`src/rtl/key_entry_buffer_pkg.sv`:
```
`default_nettype none
// ============================================================================
//  Module      : key_entry_buffer_pkg
//  Description : Key code constants, debouncer state encodings and the
//                "pressed" sample helper shared by the key entry buffer.
//  Revision    : 1.0  initial release
// ============================================================================
package key_entry_buffer_pkg;

    // Keypad codes as delivered by the scan driver
    localparam logic [4:0] KEY_0    = 5'd0;
    localparam logic [4:0] KEY_1    = 5'd1;
    localparam logic [4:0] KEY_2    = 5'd2;
    localparam logic [4:0] KEY_3    = 5'd3;
    localparam logic [4:0] KEY_4    = 5'd4;
    localparam logic [4:0] KEY_5    = 5'd5;
    localparam logic [4:0] KEY_6    = 5'd6;
    localparam logic [4:0] KEY_7    = 5'd7;
    localparam logic [4:0] KEY_8    = 5'd8;
    localparam logic [4:0] KEY_9    = 5'd9;
    localparam logic [4:0] KEY_A    = 5'd10;
    localparam logic [4:0] KEY_B    = 5'd11;
    localparam logic [4:0] KEY_C    = 5'd12;
    localparam logic [4:0] KEY_D    = 5'd13;
    localparam logic [4:0] KEY_STAR = 5'd14;
    localparam logic [4:0] KEY_HASH = 5'd15;
    localparam logic [4:0] KEY_NONE = 5'd16;
    localparam logic [4:0] KEY_INV  = 5'd17;

    // Debouncer state encodings
    localparam int         c_ST_W        = 2;
    localparam logic [1:0] c_ST_IDLE     = 2'd0;
    localparam logic [1:0] c_ST_DEBOUNCE = 2'd1;
    localparam logic [1:0] c_ST_PRESSED  = 2'd2;
    localparam logic [1:0] c_ST_RELEASE  = 2'd3;

    // A sample counts as pressed only with a real key code; none/invalid
    // codes are treated exactly like a released keypad.
    function automatic logic is_pressed(input logic [4:0] code, input logic down);
        return down && (code <= KEY_HASH);
    endfunction

endpackage
`default_nettype wire

```
`src/rtl/key_debouncer.sv`:
```
`default_nettype none
// ============================================================================
//  Module      : key_debouncer
//  Description : Turns the raw key_code/key_down level into one strobe per
//                press. A press must be stable for DEBOUNCE_CYC samples and
//                the keypad released for RELEASE_CYC samples before re-arming.
//  Revision    : 1.0  initial release
// ============================================================================
module key_debouncer
    import key_entry_buffer_pkg::*;
#(
    parameter int DEBOUNCE_CYC = 3,
    parameter int RELEASE_CYC  = 3
) (
    input  logic       clk,
    input  logic       rst,
    input  logic [4:0] key_code,
    input  logic       key_down,
    output logic       key_stb,
    output logic [3:0] key_val
);

    localparam int c_MAX_CNT = (DEBOUNCE_CYC > RELEASE_CYC) ? DEBOUNCE_CYC : RELEASE_CYC;
    localparam int c_CW      = $clog2(c_MAX_CNT + 1);
    localparam logic [c_CW-1:0] c_DEB_LAST = c_CW'(DEBOUNCE_CYC);
    localparam logic [c_CW-1:0] c_REL_LAST = c_CW'(RELEASE_CYC);
    localparam logic [c_CW-1:0] c_ONE      = c_CW'(1);

    logic [c_ST_W-1:0] r_state;
    logic [c_CW-1:0]   r_cnt;
    logic [3:0]        r_cand;
    logic              r_stb;
    logic [3:0]        r_val;

    logic              w_pressed;
    logic              w_same;
    logic [c_CW-1:0]   w_cnt_inc;

    assign w_pressed = is_pressed(key_code, key_down);
    assign w_same    = (key_code[3:0] == r_cand);
    // The counter never passes c_MAX_CNT, so the increment cannot wrap.
    assign w_cnt_inc = r_cnt + c_ONE;

    // Debounce FSM: counts stable pressed / released samples and emits the strobe.
    always_ff @(posedge clk) begin
        if (rst) begin
            r_state <= c_ST_IDLE;
            r_cnt   <= '0;
            r_cand  <= '0;
            r_stb   <= 1'b0;
            r_val   <= '0;
        end else begin
            r_stb <= 1'b0;
            case (r_state)
                c_ST_IDLE: begin
                    if (w_pressed) begin
                        r_cand <= key_code[3:0];
                        // A single-sample debounce accepts on the first sample.
                        if (c_ONE >= c_DEB_LAST) begin
                            r_state <= c_ST_PRESSED;
                            r_stb   <= 1'b1;
                            r_val   <= key_code[3:0];
                            r_cnt   <= '0;
                        end else begin
                            r_state <= c_ST_DEBOUNCE;
                            r_cnt   <= c_ONE;
                        end
                    end
                end
                c_ST_DEBOUNCE: begin
                    if (w_pressed && w_same) begin
                        if (w_cnt_inc >= c_DEB_LAST) begin
                            r_state <= c_ST_PRESSED;
                            r_stb   <= 1'b1;
                            r_val   <= r_cand;
                            r_cnt   <= '0;
                        end else begin
                            r_cnt <= w_cnt_inc;
                        end
                    end else begin
                        // Release or a different key abandons the candidate.
                        r_state <= c_ST_IDLE;
                        r_cnt   <= '0;
                    end
                end
                c_ST_PRESSED: begin
                    // Holding the key never repeats; only release moves on.
                    if (!w_pressed) begin
                        if (c_ONE >= c_REL_LAST) begin
                            r_state <= c_ST_IDLE;
                            r_cnt   <= '0;
                        end else begin
                            r_state <= c_ST_RELEASE;
                            r_cnt   <= c_ONE;
                        end
                    end
                end
                c_ST_RELEASE: begin
                    if (w_pressed) begin
                        // Contact bounce while letting go: back to held, no event.
                        r_state <= c_ST_PRESSED;
                        r_cnt   <= '0;
                    end else if (w_cnt_inc >= c_REL_LAST) begin
                        r_state <= c_ST_IDLE;
                        r_cnt   <= '0;
                    end else begin
                        r_cnt <= w_cnt_inc;
                    end
                end
                default: begin
                    r_state <= c_ST_IDLE;
                    r_cnt   <= '0;
                end
            endcase
        end
    end

    assign key_stb = r_stb;
    assign key_val = r_val;

endmodule
`default_nettype wire

```
`src/rtl/key_entry_buffer.sv`:
```
`default_nettype none
// ============================================================================
//  Module      : key_entry_buffer
//  Description : Debounced keypad front end plus a BCD entry register.
//                Digits shift in at the low nibble, A = backspace,
//                C = clear, # = commit. B, D and * only update key_val.
//  Revision    : 1.0  initial release
// ============================================================================
module key_entry_buffer
    import key_entry_buffer_pkg::*;
#(
    parameter int NUM_DIGITS   = 4,
    parameter int DEBOUNCE_CYC = 3,
    parameter int RELEASE_CYC  = 3
) (
    input  logic                             clk,
    input  logic                             rst,
    input  logic [4:0]                       key_code,
    input  logic                             key_down,
    output logic                             key_stb,
    output logic [3:0]                       key_val,
    output logic [4*NUM_DIGITS-1:0]          digits,
    output logic [$clog2(NUM_DIGITS+1)-1:0]  digit_cnt,
    output logic                             entry_valid,
    output logic [4*NUM_DIGITS-1:0]          entry_value,
    output logic                             overflow
);

    localparam int c_DW = 4 * NUM_DIGITS;
    localparam int c_CW = $clog2(NUM_DIGITS + 1);
    localparam logic [c_CW-1:0] c_FULL = c_CW'(NUM_DIGITS);
    localparam logic [c_CW-1:0] c_ONE  = c_CW'(1);

    logic             w_stb;
    logic [3:0]       w_val;
    logic             w_is_digit;

    logic [c_DW-1:0]  r_digits;
    logic [c_CW-1:0]  r_cnt;
    logic             r_entry_valid;
    logic [c_DW-1:0]  r_entry_value;
    logic             r_overflow;

    key_debouncer #(
        .DEBOUNCE_CYC (DEBOUNCE_CYC),
        .RELEASE_CYC  (RELEASE_CYC)
    ) u_debouncer (
        .clk      (clk),
        .rst      (rst),
        .key_code (key_code),
        .key_down (key_down),
        .key_stb  (w_stb),
        .key_val  (w_val)
    );

    assign w_is_digit = ({1'b0, w_val} <= KEY_9);

    // Entry register: acts on each accepted key while its strobe is high.
    always_ff @(posedge clk) begin
        if (rst) begin
            r_digits      <= '0;
            r_cnt         <= '0;
            r_entry_valid <= 1'b0;
            r_entry_value <= '0;
            r_overflow    <= 1'b0;
        end else begin
            r_entry_valid <= 1'b0;
            r_overflow    <= 1'b0;
            if (w_stb) begin
                if (w_is_digit) begin
                    if (r_cnt < c_FULL) begin
                        r_digits <= (r_digits << 4) | c_DW'(w_val);
                        r_cnt    <= r_cnt + c_ONE;
                    end else begin
                        r_overflow <= 1'b1;
                    end
                end else begin
                    case ({1'b0, w_val})
                        KEY_A: begin
                            if (r_cnt != '0) begin
                                r_digits <= r_digits >> 4;
                                r_cnt    <= r_cnt - c_ONE;
                            end
                        end
                        KEY_C: begin
                            r_digits <= '0;
                            r_cnt    <= '0;
                        end
                        KEY_HASH: begin
                            r_entry_value <= r_digits;
                            r_entry_valid <= 1'b1;
                            r_digits      <= '0;
                            r_cnt         <= '0;
                        end
                        default: begin
                            // B, D and * leave the entry register untouched.
                        end
                    endcase
                end
            end
        end
    end

    assign key_stb     = w_stb;
    assign key_val     = w_val;
    assign digits      = r_digits;
    assign digit_cnt   = r_cnt;
    assign entry_valid = r_entry_valid;
    assign entry_value = r_entry_value;
    assign overflow    = r_overflow;

endmodule
`default_nettype wire

```
`config.mk`:
```
export PLATFORM = sky130hd
export DESIGN_NAME = key_entry_buffer
export DESIGN_NICKNAME = d
export VERILOG_FILES = /design/src/rtl/key_entry_buffer_pkg.sv /design/src/rtl/key_debouncer.sv /design/src/rtl/key_entry_buffer.sv
export SDC_FILE = /design/constraint.sdc
export NUM_CORES = 1
export LEC_CHECK = 0
export CORE_MARGIN = 2
export CORE_UTILIZATION = 45
export CTS_CLUSTER_SIZE = 24
export DETAILED_ROUTE_END_ITERATION = 8
export GPL_ROUTABILITY_DRIVEN = 1
export PLACE_DENSITY_LB_ADDON = 0.3
export SLEW_MARGIN = 5
export SYNTH_ARGS = -nofsm -noshare
export SYNTH_HDL_FRONTEND = slang
export SYNTH_HIERARCHICAL = 1
export SYNTH_SLANG_ARGS = --single-unit
```
`constraint.sdc`:
```
create_clock -name clk -period 1.4 [get_ports clk]
set_input_delay 0.28 -clock clk [delete_from_list [all_inputs] [get_ports clk]]
set_output_delay 0.28 -clock clk [all_outputs]
set_load 0.02 [all_outputs]
```
Word level (Yosys, flattened, before mapping)
Index checks and enable logic that the tools add are counted.
- bits in registers: 50
- bits of input ports: 8
- output and inout port bits: 42
- $add $sub $neg: 3
- $lt $le $gt $ge: 4
- equality and inequality tests: 13
- multiplexer cells: 23
- bitwise operators: 5
- reductions and logical operators: 15
- operators with widths (kind ; count):
    2-to-1 mux 16 bit ; 3
    one-hot mux 16 bit (2 select lines) ; 1
    2-to-1 mux 2 bit ; 10
    bitwise OR 16 x 4 -> 16 bit ; 1
    one-hot mux 2 bit (4 select lines) ; 2
    == test 4 bit, second input constant ; 3
    2-to-1 mux 3 bit ; 3
    OR reduction 3 bit ; 3
    AND reduction 4 bit ; 2
    != test 3 bit, second input constant ; 2
    one-hot mux 3 bit (2 select lines) ; 1
    AND reduction 3 bit ; 2
    nonzero test 3 bit ; 2
    less-or-equal comparator 5 x 4 -> 1 bit, second input constant ; 1
    == test 2 bit, second input constant ; 2
    == test 4 bit ; 1
    less-or-equal comparator 4 bit, second input constant ; 1
    != test 2 x 1 -> 1 bit, second input constant ; 2
    inverter 1 bit ; 4
    AND reduction 2 bit ; 2
    adder 3 x 1 -> 3 bit, second input constant ; 1
    less-than comparator 3 bit, second input constant ; 1
    2-to-1 mux 1 bit ; 3
    != test 3 x 1 -> 1 bit, second input constant ; 1
    other kinds (8) ; 9

Longest topological paths before layout
- depth in word-level cells: 5
- mapped depth: 8
- depth with buffers taken out: 6

Modules after synthesis
The synthesis kept the hierarchy.
- by module, submodules not included (module ; instances ; cells an instance ; area each (sq um) ; sequential area each (sq um)):
    key_entry_buffer ; 1 ; 190 ; 1701.6 ; 740.7
    key_debouncer ; 1 ; 64 ; 639.4 ; 260.2

Least setup slack after synthesis
OpenSTA, ideal clock, no wires.
- path kind: flip-flop to flip-flop
- from: reg u_debouncer.r_val[3] (netlist: u_debouncer/key_val[3])
- to: reg r_digits[11] (netlist: digits[11])
- setup time: 0.143 ns
- arrival: 1.518 ns
- slack: -0.261 ns
- cell stages (with the launch flop): 8
- path buffers: 3
- cell sequence: dfxtp_1 > buf_4 > o21ai_1 > a211o_1 > buf_4 > buf_4 > a21oi_1 > a211oi_2
- longest elaborated chain between the ends: 4
- elaborated cells on any way between the ends: 11
- ends and longest elaborated chain (what ; line ; RTL):
    start: declaration ; key_debouncer.sv:33 ; logic [3:0] r_val;
    start signal: assignment ; key_debouncer.sv:62 ; r_val <= key_code[3:0];
    start signal: assignment ; key_debouncer.sv:75 ; r_val <= r_cand;
    parallel branches: the longest is 4 deep, another holds less-or-equal comparator 4 bit ; n/a ;
    end signal: assignment ; key_entry_buffer.sv:72 ; r_digits <= (r_digits << 4) | c_DW'(w_val);
    end signal: assignment ; key_entry_buffer.sv:81 ; r_digits <= r_digits >> 4;
    end: declaration ; key_entry_buffer.sv:38 ; logic [c_DW-1:0] r_digits;
Parallel ways; which one is timed is not known.
A chain may end at the register's enable or synchronous reset.

Worst setup path after layout
- from: reg r_cnt[1] (netlist: digit_cnt[1])
- to: reg r_digits[4] (netlist: digits[4])
- longest elaborated chain between the ends: 3
- elaborated cells on any way between the ends: 5
- ends and longest elaborated chain (what ; line ; RTL):
    start: declaration ; key_entry_buffer.sv:39 ; logic [c_CW-1:0] r_cnt;
    start signal: assignment ; key_entry_buffer.sv:73 ; r_cnt <= r_cnt + c_ONE;
    start signal: assignment ; key_entry_buffer.sv:82 ; r_cnt <= r_cnt - c_ONE;
    less-than comparator 3 bit / nonzero test 3 bit (equally long branches) ; key_entry_buffer.sv:71, key_entry_buffer.sv:80 ;
    != test 2 x 1 -> 1 bit (no source line) / != test 3 bit (equally long branches) ; n/a ;
    AND reduction 4 bit (no source line) (*) ; n/a ;
Every way passes the cells marked *; elsewhere a longest branch is shown, timed or not.

==> impl_metrics.py <==
metrics = {
    "run_status": {
        "status": "complete, but fails checks",
        "violations": "setup timing",
    },
    "drt": {
        "drt_wl_total_um": 6055,
        "wire_per_inst_um": 14.59,
        "vias": 2182,
        "route.detailed.drc": 0,
        "drt_iter0_markers": 128,
        "dr.pass1.iters": 4,
        "drt.antenna.violating_nets": 0,
        "via_per_inst": 5.258,
    },
    "floorplanning": {
        "core-area_mm2": 0.005075,
        "ios": 50,
        "die_area_mm2": 0.005795,
        "die_h_um": 76.13,
        "start_util": 0.4613,
        "rows": 26,
        "die-width_um": 76.13,
    },
    "final_layout": {
        "layout-drive-gt1-share": 0.3536,
        "layout.nets": 355,
        "syn_to_final_growth_pct": 48.32,
        "final_cells": 415,
        "num-fill-cells": 407,
        "final_util": 0.6842,
        "num_antenna_cells": 0,
        "final_common_cell": "buf_4",
        "final_cell_mix": "buf_4, dfxtp_1, dlygate4sd2_1, nand2_1, a21oi_1",
    },
    "pwr": {
        "power_leakage_uw": 0.001431,
        "vdd_drop_max_mv": 0.4523,
        "finalPower_uw": 2398,
        "power_density_mw_per_mm2": 690.6,
    },
    "clock_network": {
        "clk_pin_slew_ns": 0.09,
        "clockBufferDepth": 2,
        "cts_hold_buf": 0,
        "root_buffer": "clkbuf_8",
        "cts_buffers": 5,
        "clkSinkCount": 50,
        "insertion_delay_ns": 0.31,
        "htree_levels": 2,
        "cts_tree": "built",
    },
    "synth": {
        "async_flop_share": 0,
        "synth_seq_area_share": 0.4276,
        "netlist_area_mm2": 0.002341,
        "avgSynthCellArea_um2": 9.217,
        "netlist_instances": 254,
        "synth_edf_count": 0,
        "synthFlopType": "dfxtp_1",
        "synth_seq_cells": 50,
        "ys_warn_count": 6,
        "syn_nets": 265,
        "synth_cell_types": 46,
    },
    "worst_setup_path": {
        "cp-start-kind": "flip-flop",
        "slowest_delay_ns": 0.35,
        "path_cells": "inv_2, ha_4, nand3b_1, a211o_1, buf_12, a21oi_1, a211oi_1",
        "crit_required_ns": 1.57,
        "path_max_fanout": 19,
        "cpMaxStageDelayCell": "dfxtp_4",
        "critPathBufInv": 2,
        "worstPathArrival_ns": 1.71,
        "crit_family": "compound AO/OA/AOI/OAI gates",
        "crit_path_end_kind": "flip-flop",
        "worstSetupPathType": "reg2reg",
    },
    "sta": {
        "timing.final.crit_share": 1.097,
        "fin_crit_ns": 1.536,
        "fin_worst_skew_ns": 0.009738,
        "tightestPinTransition_ns": 0.4665,
        "drv_slew": 0,
        "hold_violations": 0,
        "setup_violations": 19,
        "max_freq_mhz": 651.2,
        "setup_ws_ns": -0.1357,
        "slew_headroom": 0.6883,
        "rsz0062_at_grt": "true",
    },
    "place": {
        "dp_hpwl_um": 4203,
        "gp_congestion": 0.7647,
        "place_inst": 406,
        "io_buffer_count": 49,
    },
    "global_route": {
        "grt_usage": 0.2074,
        "grt-ovfl-total": 0,
        "grt_max_degree": 24,
        "grt_pass1_vias": 2064,
        "antenna_found_initial": 0,
        "grt_pass1_wl_um": 9791,
    },
    "run": {
        "maxCapViolCount": 0,
    },
    "worst_hold_path": {
        "min_path_type": "in2reg",
    },
}
-- flip-flops by register name, summed over array words and instances, names as in the netlist --
register / cells
overflow: 1
u_debouncer/r_cand: 4
entry_valid: 1
digit_cnt: 3
u_debouncer/key_stb: 1
u_debouncer/r_cnt: 2
entry_value: 16
u_debouncer/key_val: 4
u_debouncer/r_state: 2
digits: 16
-- kinds of logic after synthesis --
kind of cell    synth area share
fa+ha+maj                0.01604
compound gates            0.2421
xor+xnor                 0.02940
flops                     0.4276
mux                      0.04810
simple gates              0.1791
buf+inv                  0.05772
-- path summary, 6_finish.rpt --
kind / start / end / slack [ns] / cells after the start
setup / recovery: digit_cnt[1] / digits[4] / -0.14 / 7
hold / removal: key_code[0] / u_debouncer/r_cand[0] / 0.33 / 3
setup reg to reg: digit_cnt[1] / digits[4] / -0.14 / 7
hold reg to reg: entry_value[1] / entry_value[1] / 0.45 / 2
-- per-layer routing --
metal,vias to the layer above,track usage,part of all wire
li1,1075,-,-
met1,1042,0.2592,0.46
met2,55,0.3607,0.49
met3,10,0.03436,0.036
met4,0,0.07636,0.017
met5,-,0,0
-- through the flow --
step | cell area [um2] | hold WS (ns) | worst slack, ns | TNS [ns]
2_1_floorplan | 2389 | 0.4272 | -0.09104 | -1.288
3_3_place_gp | 3251 | 0.4430 | -0.3174 | -6.845
3_5_place_dp | 3251 | 0.4453 | -0.3694 | -7.733
4_1_cts | 3354 | 0.3705 | -0.09288 | -1.356
5_1_grt | 3472 | 0.3521 | -0.2283 | -3.543
6_report | 3472 | 0.3296 | -0.1357 | -2.159
-- synth_stat cells (5+ instances only) --
| cell type | instances | area, um2 |
|---|---|---|
| nor2_1 | 9 | 33.78 |
| mux2i_1 | 9 | 90.09 |
| inv_1 | 5 | 18.77 |
| a211oi_1 | 7 | 52.55 |
| o21ai_0 | 5 | 25.02 |
| a22oi_1 | 10 | 75.07 |
| nand2_1 | 37 | 138.9 |
| a21oi_1 | 38 | 190.2 |
| dfxtp_1 | 50 | 1001 |
| clkbuf_1 | 7 | 26.28 |
| xor2_1 | 5 | 43.79 |
| a211oi_2 | 11 | 137.6 |
| nand2b_1 | 10 | 62.56 |
-- final cells by class --
type                       instances  area (um2)  share of cell area
sequential                        50        1031              0.2969
tap                               70       87.58             0.02523
multi-input combinational        181        1363              0.3924
timing repair buffer             101       883.3              0.2544
inverter                           5       21.27            0.006126
clock inverter                     2       13.76            0.003964
clock buffer                       6       72.57             0.02090
-- what timing repair did --
item / 4_1_cts / 5_1_grt
setup buffers: 1 / 0
setup endpoints to repair: 65 / 51
pin swaps: 3 / 9
gates resized for setup: 65 / 34
-- worst min-delay path, cell delays in order --
cell            delay, ns
dlymetal6s2s_1       0.15
mux2i_1              0.10
nor2_1               0.07
-- report_power, final --
part	switching [uW]	total [uW]	leakage [uW]	internal (uW)
sequential	12.4	1430	0.000410	1420
clock	481	836	0.0000417	354
combinational	71.7	132	0.000979	59.9
total	566	2400	0.00143	1830
Note: power is estimated with default switching activity, not from simulation.
